[src/rtl/booth_accumulator.sv]
// rtl/booth_accumulator.sv - serial radix-8 Booth partial-product accumulator with valid/ready result
// Optional overflow flag output enabled by defining BOOTH_ACCUMULATOR_OVF_EN.
module booth_accumulator #(
    parameter int DATA_WIDTH = 6,
    parameter int NUM_TERMS  = (DATA_WIDTH + 3) / 3,
    parameter int PP_WIDTH   = 2 * DATA_WIDTH - 1,
    parameter int ACC_WIDTH  = 3 * (NUM_TERMS - 1) + PP_WIDTH
) (
    input  logic                            clk,
    input  logic                            rst,
    input  logic [NUM_TERMS*PP_WIDTH-1:0]   pp_bus,
    input  logic                            in_valid,
    output logic                            in_ready,
    output logic [2*DATA_WIDTH-1:0]         result,
    output logic                            out_valid,
    input  logic                            out_ready,
`ifdef BOOTH_ACCUMULATOR_OVF_EN
    output logic                            ovf,
`endif
    output logic                            busy
);

    localparam int IDX_W = (NUM_TERMS > 1) ? $clog2(NUM_TERMS) : 1;
    localparam int RES_W = 2 * DATA_WIDTH;

    typedef enum logic [1:0] {
        IDLE  = 2'd0,
        ACCUM = 2'd1,
        DONE  = 2'd2
    } state_t;

    state_t                          state, state_next;
    logic [ACC_WIDTH-1:0]            acc, acc_next;
    logic [IDX_W-1:0]                idx, idx_next;
    logic [NUM_TERMS*PP_WIDTH-1:0]   bus_q, bus_next;

    logic [PP_WIDTH-1:0]             term;
    logic [ACC_WIDTH-1:0]            term_ext;
    logic [ACC_WIDTH-1:0]            addend;

    // Each term carries weight 8^idx; sign extension happens before the shift so
    // negative digits borrow through the full accumulator width.
    always_comb begin
        term     = bus_q[int'(idx)*PP_WIDTH +: PP_WIDTH];
        term_ext = {{(ACC_WIDTH-PP_WIDTH){term[PP_WIDTH-1]}}, term};
        addend   = term_ext << (3 * int'(idx));
    end

    always_comb begin
        state_next = state;
        acc_next   = acc;
        idx_next   = idx;
        bus_next   = bus_q;
        case (state)
            IDLE: begin
                if (in_valid) begin
                    bus_next   = pp_bus;
                    acc_next   = '0;
                    idx_next   = '0;
                    state_next = ACCUM;
                end
            end
            ACCUM: begin
                acc_next = acc + addend;
                if (idx == IDX_W'(NUM_TERMS - 1)) begin
                    idx_next   = '0;
                    state_next = DONE;
                end else begin
                    idx_next = idx + IDX_W'(1);
                end
            end
            DONE: begin
                if (out_ready) begin
                    state_next = IDLE;
                end
            end
            default: begin
                state_next = IDLE;
            end
        endcase
    end

    always_ff @(posedge clk) begin
        if (rst) begin
            state <= IDLE;
            acc   <= '0;
            idx   <= '0;
            bus_q <= '0;
        end else begin
            state <= state_next;
            acc   <= acc_next;
            idx   <= idx_next;
            bus_q <= bus_next;
        end
    end

    assign in_ready  = (state == IDLE);
    assign out_valid = (state == DONE);
    assign busy      = (state != IDLE);
    assign result    = out_valid ? acc[RES_W-1:0] : '0;

`ifdef BOOTH_ACCUMULATOR_OVF_EN
    // Any set bit above the product range means a negative or oversized total.
    assign ovf = out_valid && (|acc[ACC_WIDTH-1:RES_W]);
`endif

endmodule

[config.mk]
export PLATFORM = sky130hd
export DESIGN_NAME = booth_accumulator
export DESIGN_NICKNAME = d
export VERILOG_FILES = /design/src/rtl/booth_accumulator.sv
export SDC_FILE = /design/constraint.sdc
export NUM_CORES = 1
export LEC_CHECK = 0
export ABC_AREA = 0
export BUFFER_PORTS_ARGS = -buffer_cell sky130_fd_sc_hd__buf_2
export CAP_MARGIN = 10
export CORE_ASPECT_RATIO = 1.5
export CORE_MARGIN = 2
export CORE_UTILIZATION = 40
export CTS_CLUSTER_DIAMETER = 80
export DETAILED_ROUTE_END_ITERATION = 10
export SYNTH_ARGS = -nofsm -noshare
export SYNTH_HDL_FRONTEND = slang
export SYNTH_SLANG_ARGS = --single-unit
[constraint.sdc]
create_clock -name clk -period 5.4 [get_ports clk]
set_input_delay 0.27 -clock clk [delete_from_list [all_inputs] [get_ports clk]]
set_output_delay 0.27 -clock clk [all_outputs]
set_load 0.02 [all_outputs]
==> results of run 1 <==
-- worst max-delay path, cell delays in order, from the launching register on --
cell     delay (ns)
dfxtp_1        0.31
buf_4          0.32
inv_1          0.11
ha_1           0.53
nor3_1         0.38
and2_1         0.18
ha_1           0.16
inv_1          0.05
fa_1           0.37
nor2b_1        0.16
o21ai_1        0.08
a21oi_1        0.25
o31ai_1        0.16
a21oi_1        0.19
nor4b_1        0.07
a211o_1        0.30
-- cell usage in the layout (no fill, tap or decap), types with 6 or more instances in the layout --
master and instances:
nand2_1 89, a21oi_1 52, buf_2 51, dfxtp_1 49, nor2_1 31, mux2i_1 18
and2_1 15, ha_1 15, o21ai_1 11, nand3_1 10, inv_1 9, o22ai_1 8
nor3_1 7, nor4b_1 6
-- layout make-up --
cell class | count | area, um^2
Multi-Input combinational cell | 306 | 1780
Clock inverter | 3 | 65.1
Inverter | 9 | 33.8
Sequential cell | 49 | 981
Clock buffer | 5 | 68.8
Tap cell | 100 | 125
Fill cell | 757 | 3840
Timing Repair Buffer | 55 | 285
-- cell families (layout without fill, tap and decap cells) --
family | Yosys count | after routing
compound gates | 90 | 90
buf+inv | 38 | 72
fa+ha+maj | 16 | 16
flops | 49 | 49
xor+xnor | 5 | 5
simple gates | 173 | 173
mux | 22 | 22
-- path summary, 6_finish.rpt --
path / endpoint / slack, ns / cells past startpoint
max: acc[8]$_SDFFE_PP0P_ / 1.66 / 15
min: bus_q[15]$_SDFFE_PP0P_ / 0.19 / 3
max reg2reg: acc[8]$_SDFFE_PP0P_ / 1.66 / 15
min reg2reg: bus_q[15]$_SDFFE_PP0P_ / 0.46 / 2
-- registers in the layout, indices dropped and copies added, names as in the netlist --
register	flops
bus_q	33
acc	12
state	2
idx	2
-- routing by layer --
metal / track usage (%) / routed length (um) / share of wire (%)
met5: 0 / 0 / 0
met4: 8.70 / 215 / 3.2
met3: 3.23 / 244 / 3.6
met1: 19.8 / 2670 / 39
met2: 32.9 / 3640 / 54
-- power by group through the flow --
stage	combinational (mW)	sequential, mW	clock (mW)
floorplan	0.139	0.401	0
global placement	0.177	0.405	0
detailed placement	0.180	0.405	0
CTS	0.180	0.397	0.318
global route	0.203	0.399	0.327
finish	0.178	0.396	0.307
-- Yosys cell counts (all sizes together) (2+ instances only) --
cell type / instances
a22oi: 2
a31oi: 5
nor4b: 6
o21ai: 14
and2: 15
nor2b: 5
nand3: 10
mux2i: 18
clkbuf: 20
a21o: 2
mux2: 2
a21oi: 52
xor2: 2
buf: 9
inv: 9
mux4: 2
nor2: 31
xnor2: 3
dfxtp: 49
nand2b: 4
nor3: 7
nand2: 89
ha: 15
o22ai: 8
==> metrics.md, run 1 <==
| Metric | Value |
|---|---|
| Outcome | finished clean |
| Switching Power | 242 uW |
| Vias | 2678 |
| Hold Vio Cnt, Final | 0 |
| Area after DPL | 3210 um^2 |
| XOR/XNOR Fraction of Synth Area | 1.49% |
| Sw Share | 27.4% |
| TritonCTS clock tree | built |
| Multiplexer area fraction after synthesis | 8.43% |
| Share of power burned in registers | 44.9% |
| # hold bufs at CTS | 0 |
| Async SR Flop Fraction | 0% |
| Simple-Gate Fraction of Synth Area | 26.6% |
| CTS Sinks | 49 |
| RR Startpoint | idx[0]$_SDFFE_PP0P_ |
| Yosys warns | 0 |
| H-Tree Depth | 2 |
| DRT iter0 DRCs | 109 |
| First-pass GRT wire length | 11.3 mm |
| Post-route ant nets | 0 |
| Largest family of logic cells by synthesized area | simple AND/OR/NAND/NOR gates |
| Total of max-cap violations | 0 |
| Vias in the first global route | 2480 |
| Clock skew | 0.00521 ns |
| # rows | 38 |
| Area Growth Syn to Fin | 13.7% |
| Worst hold path class | in -> reg |
| CP required | 5.60 ns |
| Die W | 74.0 um |
| Die height | 109 um |
| Syn Area/Cell | 7.48 um^2 |
| Fraction of layout cells with a size suffix above 1 | 15.5% |
| Post-Syn Area | 2940 um^2 |
| Critical Path AT | 3.95 ns |
| Seq/Total Area, Yosys | 33.4% |
| Area of the die | 8060 um^2 |
| Post-Syn Nets | 446 |
| Slew headroom | 27.9% |
| Worst Setup End Kind | flop |
| Synth top area share | 33.4% |
| GPL Wtd Cong | 0.760 |
| Largest net degree at the start of global routing | 57 |
| Post-CTS Setup Inserts | 0 |
| # port buffers | 51 |
| FF+latch count, synth | 49 |
| CTS max path bufs | 2 |
| DR vias/cell | 5.08 |
| Worst vdd ir | 0.167 mV |
| Crit path kind | reg -> reg |
| Post-cts resize count | 0 |
| Post-Synth Adder-Cell Area | 7.07% |
| Internal Pwr Total | 639 uW |
| Post-route setup TNS | 0 ns |
| Layout Utilization | 46.5% |
| Worst-Margin Slew | 1.08 ns |
| EDFF count, synth | 0 |
| # diodes | 0 |
| Total power | 881 uW |
| Fin area | 3340 um^2 |
| Crit path time final | 3.74 ns |
| Worst setup SP type | flop |
| Nets | 479 |
| # DRC | 0 |
| Fin crit share | 69.3% |
| Grt total ovfl | 0 |
| 1st-pass router iterations | 4 |
| Synth area leaders | dfxtp_1, nand2_1, a21oi_1 |
| Count of cell types in the netlist | 44 |
| Pwr Density | 264 nW/um^2 |
| Cells after DPL | 519 |
| Overall routing resource usage | 18.1% |
| Gate count after technology mapping | 393 |
| Worst Hold Launch | pp_bus[15] |
| TritonCTS Buffers | 5 |
| WL final | 6.76 mm |
| Clock transition at the registers of the reported paths | 0.09 ns |
| Dpl hpwl | 5.01 mm |
| RSZ-0062 raised after global routing | false |
| DR WL/cell | 12.8 um |
| Comb pwr share | 20.2% |
| # IOs | 52 |
| Maximum clock frequency | 267 MHz |
| Setup WS pre-CTS | 1.69 ns |
| Clock share of power | 34.8% |
| Final setup margin | 1.66 ns |
| Final setup fails | 0 |
| Worst setup path startpoint | idx[0]$_SDFFE_PP0P_ |
| Post-Layout Cell Count | 527 |
| Crit-path max FO | 29 |
| CTS root buffer | clkbuf_8 |
| Core box area | 7180 um^2 |
| Fin. max-slew vios | 0 |
| Pleak | 1.39 nW |
| Most used DFF post-synth | dfxtp_1 |
| Compound-Gate Fraction of Synth Area | 17.0% |
| Initial antenna violation count | 0 |
| Initial Utilization | 40.9% |
| Worst hold slack | 0.188 ns |
| Synth area leader | dfxtp_1 |
| Clock latency at the later pin of the worst-skew pair | 0.31 ns |
No activity file was read; power rests on OpenSTA's default activity.
==> run 2, diff against run 1 <==
--- a/config.mk
+++ b/config.mk
@@ -5,7 +5,7 @@
 export SDC_FILE = /design/constraint.sdc
 export NUM_CORES = 1
 export LEC_CHECK = 0
-export ABC_AREA = 0
+export ABC_AREA = 1
 export BUFFER_PORTS_ARGS = -buffer_cell sky130_fd_sc_hd__buf_2
 export CAP_MARGIN = 10
 export CORE_ASPECT_RATIO = 1.5
==> constraint.sdc (replaced) <==
create_clock -name clk -period 3.4 [get_ports clk]
set_input_delay 0.17 -clock clk [delete_from_list [all_inputs] [get_ports clk]]
set_output_delay 0.17 -clock clk [all_outputs]
set_load 0.02 [all_outputs]
==> metrics.md, run 2 <==
| Metric | Value |
|---|---|
| Worst setup SP type | flop |
| Worst Setup End Kind | flop |
| Final setup margin | 0.246 ns |
| Post-route setup TNS | 0 ns |
| Post-Syn Area | 3150 um^2 |
| Critical Path AT | 3.30 ns |
| Clock skew | 0.00499 ns |
| WL final | 7.94 mm |
| EDFF count, synth | 0 |
| Vias in the first global route | 2984 |
| Crit path kind | reg -> reg |
| Hold Vio Cnt, Final | 0 |
| # rows | 39 |
| FF+latch count, synth | 49 |
| Core box area | 7610 um^2 |
| Most common cell in the netlist | nand2_1 |
| Total of max-cap violations | 0 |
| Highest-count cells in the layout ignoring fill and taps | nand2_1, inv_1, buf_2, a21oi_1, dfxtp_1 |
| Initial Utilization | 41.3% |
| Initial antenna violation count | 0 |
| Nets | 574 |
| Count of cell types in the netlist | 38 |
| DR WL/cell | 12.7 um |
| Area of the die | 8610 um^2 |
| Synth top area share | 31.2% |
| Top flop regs | bus_q (33), acc (12) |
| CP Cell Sequence | inv_2 > ha_1 > clkinvlp_4 > a21oi_1 > a21oi_1 > o21ai_0 > ha_1 > nand2_1 > inv_1 > a221oi_1 > nand3_1 > inv_1 > nand2_1 > nand3_1 > a21oi_2 |
| Pleak | 1.68 nW |
| Crit-path max FO | 15 |
| Post-Syn Nets | 534 |
| # port buffers | 51 |
| # DRC | 0 |
| Worst hold path class | in -> reg |
| Top cells by count, synth | nand2_1, inv_1, a21oi_1 |
| CP max stage delay | 0.35 ns |
| Fin. max-slew vios | 0 |
| # IOs | 52 |
| Largest net degree at the start of global routing | 50 |
| Crit path time final | 3.15 ns |
| Outcome | finished clean |
| XOR/XNOR Fraction of Synth Area | 0.278% |
| Area Growth Syn to Fin | 15.2% |
| Clock transition at the registers of the reported paths | 0.07 ns |
| Most common cell after layout, fill and taps aside | nand2_1 |
| Grt total ovfl | 0 |
| TritonCTS clock tree | built |
| TritonCTS Buffers | 5 |
| Seq. cell area | 981 um^2 |
| GPL Wtd Cong | 0.890 |
| Synth area leaders | dfxtp_1, nand2_1, a21oi_1 |
| First-pass GRT wire length | 13.4 mm |
| Buf/Inv on CP | 4 |
| Overall routing resource usage | 19.1% |
| Crit. path cell count | 15 |
| Synth area leader | dfxtp_1 |
| Worst path slowest cell | ha_1 |
| Maximum clock frequency | 317 MHz |
| Die W | 76.4 um |
| Dpl hpwl | 6.05 mm |
| CP top delay family | compound AO/OA/AOI/OAI gates |
| H-Tree Depth | 2 |
| Final-layout fill cell count | 837 |
| Die height | 113 um |
| Seq/Total Area, Yosys | 31.2% |
| Largest family of logic cells by synthesized area | simple AND/OR/NAND/NOR gates |
| Most used DFF post-synth | dfxtp_1 |
| Slew headroom | 26.3% |
| Total power | 1.65 mW |
| Setup WS pre-CTS | 0.268 ns |
| Compound-Gate Fraction of Synth Area | 18.3% |
| # diodes | 0 |
| 1st-pass router iterations | 4 |
| Area after DPL | 3450 um^2 |
| Post-route ant nets | 0 |
| RSZ-0062 raised after global routing | false |
| Gate count after technology mapping | 481 |
| CTS root buffer | clkbuf_16 |
| DR vias/cell | 4.96 |
| Worst vdd ir | 0.278 mV |
| Fin crit share | 92.8% |
| Worst-Margin Slew | 1.10 ns |
| Largest Register | bus_q |
| DRT iter0 DRCs | 113 |
| Pwr Density | 456 nW/um^2 |
| CTS max path bufs | 2 |
| CP required | 3.54 ns |
| Final setup fails | 0 |
| Area of the multi-input gates | 1820 um^2 |
| Simple-Gate Fraction of Synth Area | 32.6% |
| Yosys warns | 0 |
| Async SR Flop Fraction | 0% |
| Hold path cells | 3 |
| Post-Synth Adder-Cell Area | 6.60% |
| Fraction of layout cells with a size suffix above 1 | 17.5% |
| Fin area | 3620 um^2 |
| CTS Sinks | 49 |
| Clock latency at the later pin of the worst-skew pair | 0.29 ns |
| Syn Area/Cell | 6.54 um^2 |
| R2R depth | 15 |
| Vias | 3089 |
| Multiplexer area fraction after synthesis | 0% |
| Max FFs per register | 33 |
[run 2: cell types whose count changed after synthesis, sizes merged, moves of 9 or more]
cell,delta
a211oi,+12
and2,-15
clkbuf,-9
inv,+46
mux2i,-18
nand2,+50
nand3,+27
nand4,+9
nor2,+10
[run 2: final timing paths]
check,from,to,slack [ns]
worst min register to register,bus_q[23]$_SDFFE_PP0P_,bus_q[23]$_SDFFE_PP0P_,0.47
worst max-delay path,idx[1]$_SDFFE_PP0P_,acc[11]$_SDFFE_PP0P_,0.25
worst max register to register,idx[1]$_SDFFE_PP0P_,acc[11]$_SDFFE_PP0P_,0.25
worst min-delay path,pp_bus[22],bus_q[22]$_SDFFE_PP0P_,0.12
[run 2: worst min-delay path: stages]
cell and delay, ns:
buf_2 0.10, nand2_1 0.05, a21oi_1 0.05
[run 2: final cells by class]
| type | instances | area share (%) |
|---|---|---|
| inverters | 56 | 6.01 |
| clock buffers | 5 | 3.45 |
| flip-flops and latches | 49 | 27.1 |
| well taps | 102 | 3.52 |
| multi-input cells | 350 | 50.3 |
| repair buffers | 59 | 8.70 |
| clock inverters | 2 | 0.967 |
[run 2: where the power goes]
group	internal (mW)	total, mW	leakage (nW)	switching (mW)
Clock	0.342	0.553	0.0797	0.211
Sequential	0.617	0.642	0.402	0.0247
Combinational	0.168	0.460	1.20	0.292
[run 2: logic make-up after synthesis]
kind of cell | Yosys count
DFF | 49
buffers and inverters | 82
AOI/OAI and AO/OA | 99
and+or+nand+nor | 234
adders and majority gates | 16
xor gates and xnor gates | 1
[run 2: repair_timing]
action / 4_1_cts / 5_1_grt
hold buffers: 0 / 0
resized for setup: 0 / 3
setup endpoints to repair: 0 / 3
endpoints found under the hold margin: 0 / 0
setup buffers: 0 / 0
[run 2: metrics by stage]
step	hold WS [ns]	utilization [%]	std cells
after detailed placement	0.426	45.3	616
after floorplan	0.315	-	481
final	0.125	47.6	623
after global routing	0.119	47.6	623
after CTS	0.119	47.5	623
after global placement	0.421	45.3	616
[run 2: layer usage]
layer | track usage [%] | part of all wire (%)
met1 | 20.6 | 41
met2 | 36.1 | 52
met3 | 2.97 | 3.2
met4 | 8.97 | 3.6
met5 | 0 | 0
==> run 3, diff against run 2 <==
--- a/config.mk
+++ b/config.mk
@@ -11,6 +11,7 @@
 export CORE_ASPECT_RATIO = 1.5
 export CORE_MARGIN = 2
 export CORE_UTILIZATION = 40
+export CTS_BUF_LIST = sky130_fd_sc_hd__clkbuf_2
 export CTS_CLUSTER_DIAMETER = 80
 export DETAILED_ROUTE_END_ITERATION = 10
 export SYNTH_ARGS = -nofsm -noshare
==> metrics.md, run 3 (synthesized netlist as in run 2, its figures left out) <==
| Metric | Value |
|---|---|
| Fin. max-slew vios | 0 |
| Crit path kind | reg -> reg |
| Max FFs per register | 33 |
| Crit path time final | 3.14 ns |
| Worst hold slack | 0.299 ns |
| # rows | 39 |
| CP top delay family | compound AO/OA/AOI/OAI gates |
| Layout Utilization | 50.7% |
| Final-layout fill cell count | 818 |
| Worst-Margin Slew | 1.07 ns |
| Clock skew | 0.0335 ns |
| Die height | 113 um |
| Crit-path max FO | 15 |
| Cells after DPL | 616 |
| Worst vdd ir | 0.271 mV |
| CTS root buffer | clkbuf_2 |
| Critical Path AT | 3.50 ns |
| GPL Wtd Cong | 0.890 |
| WL final | 8.15 mm |
| Worst setup path startpoint | idx[1]$_SDFFE_PP0P_ |
| Initial Utilization | 41.3% |
| Dpl hpwl | 6.05 mm |
| Slew headroom | 28.3% |
| Share of power burned in registers | 44.7% |
| CP required | 3.76 ns |
| Top flop regs | bus_q (33), acc (12) |
| Total of max-cap violations | 0 |
| RSZ-0062 raised after global routing | false |
| CTS Sinks | 49 |
| Post-CTS Setup Inserts | 0 |
| CP Cell Sequence | inv_2 > ha_1 > clkinvlp_4 > a21oi_1 > a21oi_1 > o21ai_0 > ha_1 > nand2_1 > inv_1 > a221oi_1 > nand3_1 > inv_1 > nand2_1 > nand3_1 > a21oi_2 |
| DRT iter0 DRCs | 96 |
| Sw Share | 35.4% |
| Worst hold path class | in -> reg |
| Worst Hold Launch | in_valid |
| # DRC | 0 |
| Switching Power | 509 uW |
| Largest net degree at the start of global routing | 50 |
| TritonCTS Buffers | 5 |
| Grt total ovfl | 0 |
| Buf/Inv on CP | 4 |
| # port buffers | 51 |
| RR Startpoint | idx[1]$_SDFFE_PP0P_ |
| Post-route setup TNS | 0 ns |
| CTS max path bufs | 2 |
| Pwr Density | 373 nW/um^2 |
| Comb pwr share | 33.9% |
| # diodes | 0 |
| Clock share of power | 21.5% |
| Worst setup SP type | flop |
| First-pass GRT wire length | 13.8 mm |
| DR WL/cell | 12.4 um |
| Fin crit share | 92.3% |
| Largest Register | bus_q |
| Nets | 608 |
| Area of the die | 8610 um^2 |
| Outcome | finished clean |
| Seq. cell area | 981 um^2 |
| Fraction of layout cells with a size suffix above 1 | 16.2% |
| Initial antenna violation count | 0 |
| Vias | 3229 |
| Clock transition at the registers of the reported paths | 0.27 ns |
| Overall routing resource usage | 19.6% |
| Maximum clock frequency | 319 MHz |
| Highest-count cells in the layout ignoring fill and taps | nand2_1, inv_1, buf_2, a21oi_1, dfxtp_1 |
| Final setup fails | 0 |
| Area of the multi-input gates | 1820 um^2 |
| DR vias/cell | 4.91 |
| Worst path slowest cell | dfxtp_1 |
| Internal Pwr Total | 930 uW |
| 1st-pass router iterations | 4 |
| Most common cell after layout, fill and taps aside | nand2_1 |
| Die W | 76.4 um |
| Post-Layout Cell Count | 657 |
| Worst Setup End Kind | flop |
| Hold Vio Cnt, Final | 0 |
| Core box area | 7610 um^2 |
| Vias in the first global route | 3101 |
| Area Growth Syn to Fin | 22.7% |
| # IOs | 52 |
| Clock latency at the later pin of the worst-skew pair | 0.46 ns |
| H-Tree Depth | 2 |
| Pleak | 1.78 nW |
| TritonCTS clock tree | built |
| Post-route ant nets | 0 |
| CP max stage delay | 0.40 ns |
run 3: changes by cell type in the layout (fill, tap and decap cells not counted):
cell / change
dlygate4sd3_1: +34
clkbuf_2: +5
inv_1: +1
clkinvlp_4: -1
clkbuf_16: -5
run 3: final cells by class:
type	instances	area share [%]
Inverter	56	5.54
Multi-Input combinational cell	350	47.2
Clock buffer	5	0.648
Timing Repair Buffer	93	17.0
Clock inverter	2	0.907
Tap cell	102	3.31
Sequential cell	49	25.4
run 3: power groups by stage:
stage               Combinational (mW)  Sequential (mW)  Clock, mW
CTS                              0.487            0.644      0.319
floorplan                        0.352            0.648          0
global route                     0.555            0.649      0.344
detailed placement               0.456            0.655          0
finish                           0.487            0.643      0.309
global placement                 0.456            0.655          0
run 3: path summary, 6_finish.rpt:
path                            endpoint  slack, ns  cells past startpoint
setup / recovery    acc[11]$_SDFFE_PP0P_       0.26                     15
hold / removal    bus_q[20]$_SDFFE_PP0P_       0.30                      5
setup reg to reg    acc[11]$_SDFFE_PP0P_       0.26                     15
hold reg to reg   bus_q[23]$_SDFFE_PP0P_       0.48                      2
run 3: per-layer routing:
layer	part of all wire [%]	track usage, %
met5	0	0
met4	3.1	8.61
met3	2.6	2.89
met2	53	37.7
met1	41	20.9
run 3: what timing repair did:
action	in CTS	in global routing
hold buffers	34	0
endpoints found under the hold margin	34	0
setup endpoints to repair	0	3
gates resized for setup	0	2
run 3: worst min-delay path: cells and delay by family:
| kind | cells | cell delay, ns |
|---|---|---|
| simple gates | 2 | 0.19 |
| compound gates | 1 | 0.04 |
| buf+inv | 2 | 0.34 |
run 3: through the flow:
step                setup WS, ns  power, mW  cell area (um^2)
detailed placement         0.268       1.11              3450
global placement           0.347       1.11              3450
global route             0.00222       1.55              3860
floorplan                 0.0969       1.00              3150
CTS                        0.234       1.45              3850
finish                     0.263       1.44              3860
